===== src/rtl/mem_arbiter.sv =====
// mem_arbiter: shares one native memory-request port between the instruction
// fetch requester (imem) and the load/store requester (dmem).
//
// Each requester issues one-cycle request pulses. A pulse is captured into a
// per-port pending slot. The arbiter picks one candidate and forwards it to the
// bridge as a one-cycle mem_valid pulse. It then routes the single bridge
// completion back to the owner in the same cycle.
//
// Parameters:
//   PRIORITY   0 = round-robin on ties, 1 = dmem always wins ties
// Ports:
//   clock, reset              system clock, synchronous active-low reset
//   imem_valid/addr           fetch request pulse and byte address
//   imem_rdata/ready          fetch completion (combinational route of mem_*)
//   dmem_valid/addr/wdata/wstrb  data request pulse; wstrb==0 means load
//   dmem_rdata/ready          data completion (combinational route of mem_*)
//   mem_valid/instr/addr/wdata/wstrb  registered request to the bridge
//   mem_rdata/ready           bridge response
module mem_arbiter #(
    parameter int PRIORITY = 0
) (
    input  logic        clock,
    input  logic        reset,
    input  logic        imem_valid,
    input  logic [31:0] imem_addr,
    output logic [31:0] imem_rdata,
    output logic        imem_ready,
    input  logic        dmem_valid,
    input  logic [31:0] dmem_addr,
    input  logic [31:0] dmem_wdata,
    input  logic [3:0]  dmem_wstrb,
    output logic [31:0] dmem_rdata,
    output logic        dmem_ready,
    output logic        mem_valid,
    output logic        mem_instr,
    output logic [31:0] mem_addr,
    output logic [31:0] mem_wdata,
    output logic [3:0]  mem_wstrb,
    input  logic [31:0] mem_rdata,
    input  logic        mem_ready
);

    typedef enum logic [1:0] {
        ST_IDLE   = 2'd0,
        ST_BUSY_I = 2'd1,
        ST_BUSY_D = 2'd2
    } state_t;

    state_t      state_r;
    state_t      state_next_s;

    // Pending slots, one per requester.
    logic        i_full_r;
    logic [31:0] i_addr_r;
    logic        d_full_r;
    logic [31:0] d_addr_r;
    logic [31:0] d_wdata_r;
    logic [3:0]  d_wstrb_r;

    // 1 when the most recent grant went to dmem.
    logic        last_d_r;

    // Registered request towards the bridge.
    logic        mem_valid_r;
    logic        mem_instr_r;
    logic [31:0] mem_addr_r;
    logic [31:0] mem_wdata_r;
    logic [3:0]  mem_wstrb_r;

    // Candidate view: a same-cycle pulse takes precedence over the slot contents.
    logic        i_cand_s;
    logic        d_cand_s;
    logic [31:0] i_cand_addr_s;
    logic [31:0] d_cand_addr_s;
    logic [31:0] d_cand_wdata_s;
    logic [3:0]  d_cand_wstrb_s;
    logic        grant_d_s;
    logic        sel_open_s;
    logic        issue_s;

    logic        imem_ready_s;
    logic        dmem_ready_s;
    logic [31:0] imem_rdata_s;
    logic [31:0] dmem_rdata_s;

    // Candidate gathering and tie-break between the two ports.
    always_comb begin
        i_cand_s = imem_valid | i_full_r;
        d_cand_s = dmem_valid | d_full_r;
        if (imem_valid) begin
            i_cand_addr_s = imem_addr;
        end else begin
            i_cand_addr_s = i_addr_r;
        end
        if (dmem_valid) begin
            d_cand_addr_s  = dmem_addr;
            d_cand_wdata_s = dmem_wdata;
            d_cand_wstrb_s = dmem_wstrb;
        end else begin
            d_cand_addr_s  = d_addr_r;
            d_cand_wdata_s = d_wdata_r;
            d_cand_wstrb_s = d_wstrb_r;
        end
        if (i_cand_s && d_cand_s) begin
            if (PRIORITY == 1) begin
                grant_d_s = 1'b1;
            end else begin
                grant_d_s = ~last_d_r;
            end
        end else begin
            grant_d_s = d_cand_s;
        end
    end

    // State register.
    always_ff @(posedge clock) begin
        if (!reset) begin
            state_r <= ST_IDLE;
        end else begin
            state_r <= state_next_s;
        end
    end

    // Next-state logic. Selection is open in IDLE or on the completion cycle.
    always_comb begin
        sel_open_s   = 1'b0;
        state_next_s = ST_IDLE;
        case (state_r)
            ST_IDLE:   sel_open_s = 1'b1;
            ST_BUSY_I: sel_open_s = mem_ready;
            ST_BUSY_D: sel_open_s = mem_ready;
            // An unreachable encoding behaves as IDLE so the FSM recovers.
            default:   sel_open_s = 1'b1;
        endcase
        issue_s = sel_open_s & (i_cand_s | d_cand_s);
        if (issue_s) begin
            if (grant_d_s) begin
                state_next_s = ST_BUSY_D;
            end else begin
                state_next_s = ST_BUSY_I;
            end
        end else if (sel_open_s) begin
            state_next_s = ST_IDLE;
        end else begin
            state_next_s = state_r;
        end
    end

    // Output logic: route the bridge completion to the owner named by the state.
    always_comb begin
        imem_ready_s = 1'b0;
        dmem_ready_s = 1'b0;
        imem_rdata_s = 32'h0000_0000;
        dmem_rdata_s = 32'h0000_0000;
        case (state_r)
            ST_BUSY_I: begin
                if (mem_ready) begin
                    imem_ready_s = 1'b1;
                    imem_rdata_s = mem_rdata;
                end else begin
                    imem_ready_s = 1'b0;
                    imem_rdata_s = 32'h0000_0000;
                end
            end
            ST_BUSY_D: begin
                if (mem_ready) begin
                    dmem_ready_s = 1'b1;
                    dmem_rdata_s = mem_rdata;
                end else begin
                    dmem_ready_s = 1'b0;
                    dmem_rdata_s = 32'h0000_0000;
                end
            end
            default: begin
                imem_ready_s = 1'b0;
                dmem_ready_s = 1'b0;
            end
        endcase
    end

    // Bridge request register. The payload holds while the bridge is busy.
    always_ff @(posedge clock) begin
        if (!reset) begin
            mem_valid_r <= 1'b0;
            mem_instr_r <= 1'b0;
            mem_addr_r  <= 32'h0000_0000;
            mem_wdata_r <= 32'h0000_0000;
            mem_wstrb_r <= 4'h0;
        end else if (issue_s) begin
            mem_valid_r <= 1'b1;
            if (grant_d_s) begin
                mem_instr_r <= 1'b0;
                mem_addr_r  <= d_cand_addr_s;
                mem_wdata_r <= d_cand_wdata_s;
                mem_wstrb_r <= d_cand_wstrb_s;
            end else begin
                mem_instr_r <= 1'b1;
                mem_addr_r  <= i_cand_addr_s;
                mem_wdata_r <= 32'h0000_0000;
                mem_wstrb_r <= 4'h0;
            end
        end else begin
            mem_valid_r <= 1'b0;
        end
    end

    // Grant history used for the round-robin tie-break.
    always_ff @(posedge clock) begin
        if (!reset) begin
            last_d_r <= 1'b0;
        end else if (issue_s) begin
            last_d_r <= grant_d_s;
        end else begin
            last_d_r <= last_d_r;
        end
    end

    // imem pending slot. Issuing clears it. A same-cycle pulse was the issued value.
    always_ff @(posedge clock) begin
        if (!reset) begin
            i_full_r <= 1'b0;
            i_addr_r <= 32'h0000_0000;
        end else if (issue_s && !grant_d_s) begin
            i_full_r <= 1'b0;
        end else if (imem_valid) begin
            i_full_r <= 1'b1;
            i_addr_r <= imem_addr;
        end else begin
            i_full_r <= i_full_r;
        end
    end

    // dmem pending slot, same policy as the imem slot.
    always_ff @(posedge clock) begin
        if (!reset) begin
            d_full_r  <= 1'b0;
            d_addr_r  <= 32'h0000_0000;
            d_wdata_r <= 32'h0000_0000;
            d_wstrb_r <= 4'h0;
        end else if (issue_s && grant_d_s) begin
            d_full_r <= 1'b0;
        end else if (dmem_valid) begin
            d_full_r  <= 1'b1;
            d_addr_r  <= dmem_addr;
            d_wdata_r <= dmem_wdata;
            d_wstrb_r <= dmem_wstrb;
        end else begin
            d_full_r <= d_full_r;
        end
    end

    assign mem_valid  = mem_valid_r;
    assign mem_instr  = mem_instr_r;
    assign mem_addr   = mem_addr_r;
    assign mem_wdata  = mem_wdata_r;
    assign mem_wstrb  = mem_wstrb_r;
    assign imem_ready = imem_ready_s;
    assign dmem_ready = dmem_ready_s;
    assign imem_rdata = imem_rdata_s;
    assign dmem_rdata = dmem_rdata_s;

endmodule


===== config.mk =====
export PLATFORM = sky130hd
export DESIGN_NAME = mem_arbiter
export DESIGN_NICKNAME = d
export VERILOG_FILES = /design/src/rtl/mem_arbiter.sv
export SDC_FILE = /design/constraint.sdc
export NUM_CORES = 1
export LEC_CHECK = 0
export BUFFER_PORTS_ARGS = -buffer_cell sky130_fd_sc_hd__clkbuf_2
export CAP_MARGIN = 30
export CORE_ASPECT_RATIO = 1.4
export CORE_MARGIN = 2
export CORE_UTILIZATION = 35
export CTS_CLUSTER_DIAMETER = 40
export DETAILED_ROUTE_END_ITERATION = 7
export HOLD_SLACK_MARGIN = 0.1
export SYNTH_ARGS = -nofsm -noshare
export SYNTH_HDL_FRONTEND = slang
export SYNTH_SLANG_ARGS = --single-unit

===== constraint.sdc =====
create_clock -name clock -period 2.6 [get_ports clock]
set_input_delay 0.26 -clock clock [delete_from_list [all_inputs] [get_ports clock]]
set_output_delay 0.26 -clock clock [all_outputs]
set_load 0.03 [all_outputs]

# Word level (Yosys, flattened, before mapping)
# Index checks and enable logic that the tools add are counted.
# W data, S select, Z words.
# op_classes
addsub,0
mul,0
div,0
n_lt_le_gt_ge,0
eq_ne,2
n_shift,0
n_mux,20
n_bitwise,6
reduce_logical,8
# ops
op,n
$mux W32,8
$mux W4,2
$mux W1,7
$mux W2,3
$reduce_or A2 Y1,3
$logic_and A1 B1 Y1,3
$or A1 B1 Y1,3
$eq A2 B1 Y1 const B,1
$eq A2 B2 Y1 const B,1
$not A1 Y1,2
$reduce_bool A2 Y1,1
$and A1 B1 Y1,1
$logic_not A1 Y1,1
# totals
reg_bits,175
latch_bits,0
ramBits,0
mem_bits_ro,0
input_bits,137
output_inout_bits,136
mem_count,0

# Logic depth before layout (Yosys ltp)
# logic_depth
word_depth,6
ltp_mapped,7
mapped_depth_nobuf,5

# Least setup slack after synthesis
# Ideal clock, no wire load.
# synth_path
kind,register -> register
start,register state_r[0]
end,register d_wdata_r[0]
setup_time_ns,0.072
t_arrival_ns,1.634
t_required_ns,2.528
setup_slack_ns,0.894
stages_incl_launch_ff,8
path_buffers,2
synth_period_minus_slack_ns,1.706
cell_sequence,dfxtp_1 inv_1 ha_1 or2_1 a21boi_1 buf_4 buf_6 mux2i_1
# synth_via
elab_chain_len,5
elab_cells_between_ends,6
# synth_rtl
element,line,source
start: declaration,49,state_t state_r;
start signal: assignment,120,state_r <= state_next_s;
$eq A2 B2 Y1 or $eq A2 B1 Y1 (tied branches),128,case (state_r)
$reduce_or A2 Y1 (no line) *,n/a,
$mux W1 *,128,
$and A1 B1 Y1 *,135,issue_s = sel_open_s & (i_cand_s | d_cand_s);
$logic_and A1 B1 Y1 *,240,end else if (issue_s && grant_d_s) begin
end signal: assignment,245,d_wdata_r <= dmem_wdata;
end: declaration,57,logic [31:0] d_wdata_r;
# Mark *: on every way between the ends. The rest lies on a longest branch, timed or not.
# A chain may end at the register's enable or synchronous reset.

# Worst setup path after layout
# layout_path
start,register state_r[0]
end,"register mem_addr_r[25], in the netlist mem_addr[25]"
# layout_via
elab_chain_len,4
elab_cells_between_ends,5
# layout_rtl
element,line,source
$eq A2 B2 Y1 or $eq A2 B1 Y1 (tied branches),128,
$reduce_or A2 Y1 (no line) *,n/a,
$mux W1 *,128,
$and A1 B1 Y1 *,135,
end signal: assignment,193,mem_addr_r <= d_cand_addr_s;
end signal: assignment,198,mem_addr_r <= i_cand_addr_s;
end: declaration,66,logic [31:0] mem_addr_r;
# Marks and branches as above.

==> results.json <==
{
  "ys_seq_area_share_pct": 42.2,
  "synth_nets": 1027,
  "clk_pin_slew_ps": 70,
  "antenna_found_initial": 1,
  "worstPathRequired_ps": 2930,
  "overflow": 0,
  "viasPerCell": 5.46,
  "clkLatencyLatePin_ps": 440,
  "dieHeight_um": 186,
  "postSynthAreaPerCell_um2": 9.35,
  "grt_max_degree": 79,
  "dp_slack_ps": 312,
  "fin_crit_sh_pct": 87.7,
  "grt_use_total_pct": 20.6,
  "yosys_warnings": 0,
  "final_cell_area_mm2": 0.0108,
  "cts_setup_buffers": 0,
  "ys_top_cells_by_area": "dfxtp_1 (42%), mux2i_1 (12%), a211oi_1 (5.2%)",
  "worstSetupStartpointType": "flip-flop",
  "end_kind": "flip-flop",
  "worst_slew_pin_slew_ps": 880,
  "ys_seq_elements": 175,
  "fin_crit_ps": 2280,
  "ir_drop_uv": 426,
  "holdBufCountCts": 37,
  "reg2reg_depth": 5,
  "slew-limit-headroom_pct": 41.2,
  "finalWorstSetupSlack_ps": 320,
  "finalSetupViolCount": 0,
  "worstReg2RegStart": "state_r[0]$_SDFFE_PN0P_",
  "place.gp.congestion": 0.739,
  "cts.sinks": 175,
  "fin_util_pct": 46.6,
  "io_buffers": 272,
  "coreArea_mm2": 0.0233,
  "crit_path_cell_trace": "inv_1 -> ha_1 -> o22a_2 -> nand3_2 -> o221ai_1",
  "cts_resized": 0,
  "cellPowerDensity_mw_per_mm2": 730,
  "dp_hpwl_um": 17700,
  "ys_types": 43,
  "slowest_stage": "nand3_2",
  "cts_root_buf": "clkbuf_16",
  "rsz0062_at_grt": "false",
  "synth_area_mm2": 0.00830,
  "clock.fmax_ghz": 0.439,
  "dieArea_mm2": 0.0250,
  "hold_path_class": "in -> reg",
  "worst-path-max-fanout": 32,
  "hold_viol_final": 0,
  "dpl_cell_area_mm2": 0.00981,
  "synth_top_cell_by_area": "dfxtp_1",
  "setup-tns-final_ps": 0,
  "arrival_ps": 2610,
  "fin_worst_skew_ps": 8.93,
  "hold_depth": 3,
  "wl_um": 26400,
  "grt_pass1_vias": 7540,
  "area_growth_pct": 30.7,
  "power_leakage_nw": 4.83,
  "first_pass_iters": 4,
  "htree_levels": 4,
  "cts_tree": "done",
  "via_count": 7950,
  "cts_buffer_depth": 2,
  "drive_above_1_share_pct": 33.0,
  "die_x_um": 134,
  "grt_pass1_wl_um": 40400,
  "holdPathEnd": "mem_addr[4]$_SDFFE_PN0N_",
  "ios": 273,
  "initial_utilization_pct": 35.6,
  "fin_nets": 1274,
  "max_stage_delay_ps": 670,
  "row_count": 66,
  "slew_viol_final": 0,
  "ant_nets": 0,
  "rrSetupSlack_ps": 320,
  "min-delay-start": "dmem_addr[4]",
  "max_cap_violations": 0,
  "routedWlPerCell_um": 18.1,
  "r2r_end": "mem_addr[25]$_SDFFE_PN0N_",
  "synth_top_area_share_pct": 42.2,
  "netlist_instances": 888,
  "critical_path_class": "reg -> reg",
  "drtIter0Drc": 379,
  "cts_made_buffers": 17,
  "status": "complete, no violations",
  "remaining_drc_errors": 0
}
==> metrics by stage <==
step | hold slack, ps | power, mW | instances
2_1_floorplan | 402 | 4.48 | 888
3_3_place_gp | 440 | 5.04 | 1385
3_5_place_dp | 449 | 5.07 | 1385
4_1_cts | 148 | 7.99 | 1454
5_1_grt | 167 | 8.26 | 1455
6_report | 166 | 7.92 | 1455
==> synth_stat cells, drive strengths merged <==
library cell	number
nand4b	1
o22ai	1
o21bai	1
and3	64
o22a	1
a21boi	1
o211a	2
ha	2
dfxtp	175
a211o	1
nand4	1
buf	52
o211ai	33
mux2i	101
nor2	4
o21ai	38
a211oi	64
or3	1
and2	2
nor4	32
nor3	33
nand2	77
mux2	35
or2	2
clkbuf	51
nand3	38
o221ai	31
o21ba	1
inv	3
o21a	1
a21oi	38
a311oi	1
==> sequential cells by signal, summed over array words and instances, names as in the netlist <==
signal,count
d_addr_r,32
d_full_r,1
d_wdata_r,32
d_wstrb_r,4
i_addr_r,32
i_full_r,1
last_d_r,1
mem_addr,32
mem_instr,1
mem_valid,1
mem_wdata,32
mem_wstrb,4
state_r,2
==> area by class of cell <==
class | instances | area [µm²]
antenna | 1 | 2.50
clock buffer | 20 | 457
clock inverter | 12 | 208
fill | 2279 | 12400
inverter | 3 | 13.8
multi-input combinational | 607 | 4320
sequential | 175 | 3500
tap | 306 | 383
timing repair buffer | 331 | 1960
==> worst max-delay path by stage <==
stage | start | endpoint | cells after the start
6_report | state_r[0]$_SDFFE_PN0P_ | mem_addr[25]$_SDFFE_PN0N_ | 5
5_1_grt | state_r[0]$_SDFFE_PN0P_ | mem_addr[25]$_SDFFE_PN0N_ | 5
4_1_cts | state_r[0]$_SDFFE_PN0P_ | mem_addr[25]$_SDFFE_PN0N_ | 5
3_5_place_dp | state_r[0]$_SDFFE_PN0P_ | mem_addr[25]$_SDFFE_PN0N_ | 5
3_3_place_gp | state_r[0]$_SDFFE_PN0P_ | mem_addr[4]$_SDFFE_PN0N_ | 5
2_1_floorplan | state_r[0]$_SDFFE_PN0P_ | d_wdata_r[0]$_SDFFE_PN0N_ | 7
==> cells in the final DEF, fill, tap and decap left out, types with 3 or more instances in the layout <==
| master | Yosys | routed |
|---|---|---|
| clkbuf_16 | 0 | 17 |
| clkinvlp_4 | 0 | 3 |
| bufinv_16 | 0 | 5 |
| mux2_2 | 35 | 35 |
| buf_4 | 4 | 19 |
| buf_12 | 0 | 5 |
| a211oi_1 | 58 | 58 |
| nand2_1 | 76 | 76 |
| o211ai_1 | 33 | 33 |
| a21oi_1 | 38 | 38 |
| a211oi_2 | 6 | 6 |
| nand3_1 | 38 | 36 |
| clkbuf_2 | 1 | 270 |
| nor3_1 | 33 | 33 |
| dfxtp_1 | 175 | 175 |
| nor4_1 | 31 | 31 |
| dlygate4sd3_1 | 0 | 37 |
| o221ai_1 | 31 | 31 |
| and3_1 | 64 | 64 |
| mux2i_1 | 101 | 101 |
| clkinv_4 | 0 | 3 |
| o21ai_0 | 37 | 37 |
==> worst max-delay path: cells and delay by family (launching register included) <==
| kind | cells | cell delay, ps |
|---|---|---|
| buffers and inverters | 1 | 50 |
| AND/OR/NAND/NOR | 1 | 670 |
| adder cells (fa/ha/maj) | 1 | 410 |
| AO/OA/AOI/OAI | 2 | 690 |
| flip-flops | 1 | 350 |
==> cells by family after synthesis <==
logic type | count (synthesis) | synth area share (%)
muxes | 136 | 16.9
adders and majority gates | 2 | 0.301
and+or+nand+nor | 255 | 16.0
buffers and inverters | 106 | 6.47
DFF | 175 | 42.2
AOI/OAI and AO/OA | 214 | 18.1
==> metal layers <==
| layer | vias up | routed length [µm] | track usage, % |
|---|---|---|---|
| met5 | - | 0 | 0 |
| met4 | 0 | 1110 | 10.7 |
| met3 | 52 | 1630 | 4.20 |
| met2 | 298 | 13100 | 36.3 |
| met1 | 3775 | 10500 | 23.4 |
| li1 | 3825 | - | - |
==> power by group <==
group / leakage (nW) / switching, mW / internal, mW
sequential: 1.44 / 0.175 / 2.99
clock: 0.313 / 1.11 / 1.76
combinational: 3.07 / 1.20 / 0.678
total: 4.83 / 2.48 / 5.43
No activity file was read; power rests on OpenSTA's default activity.
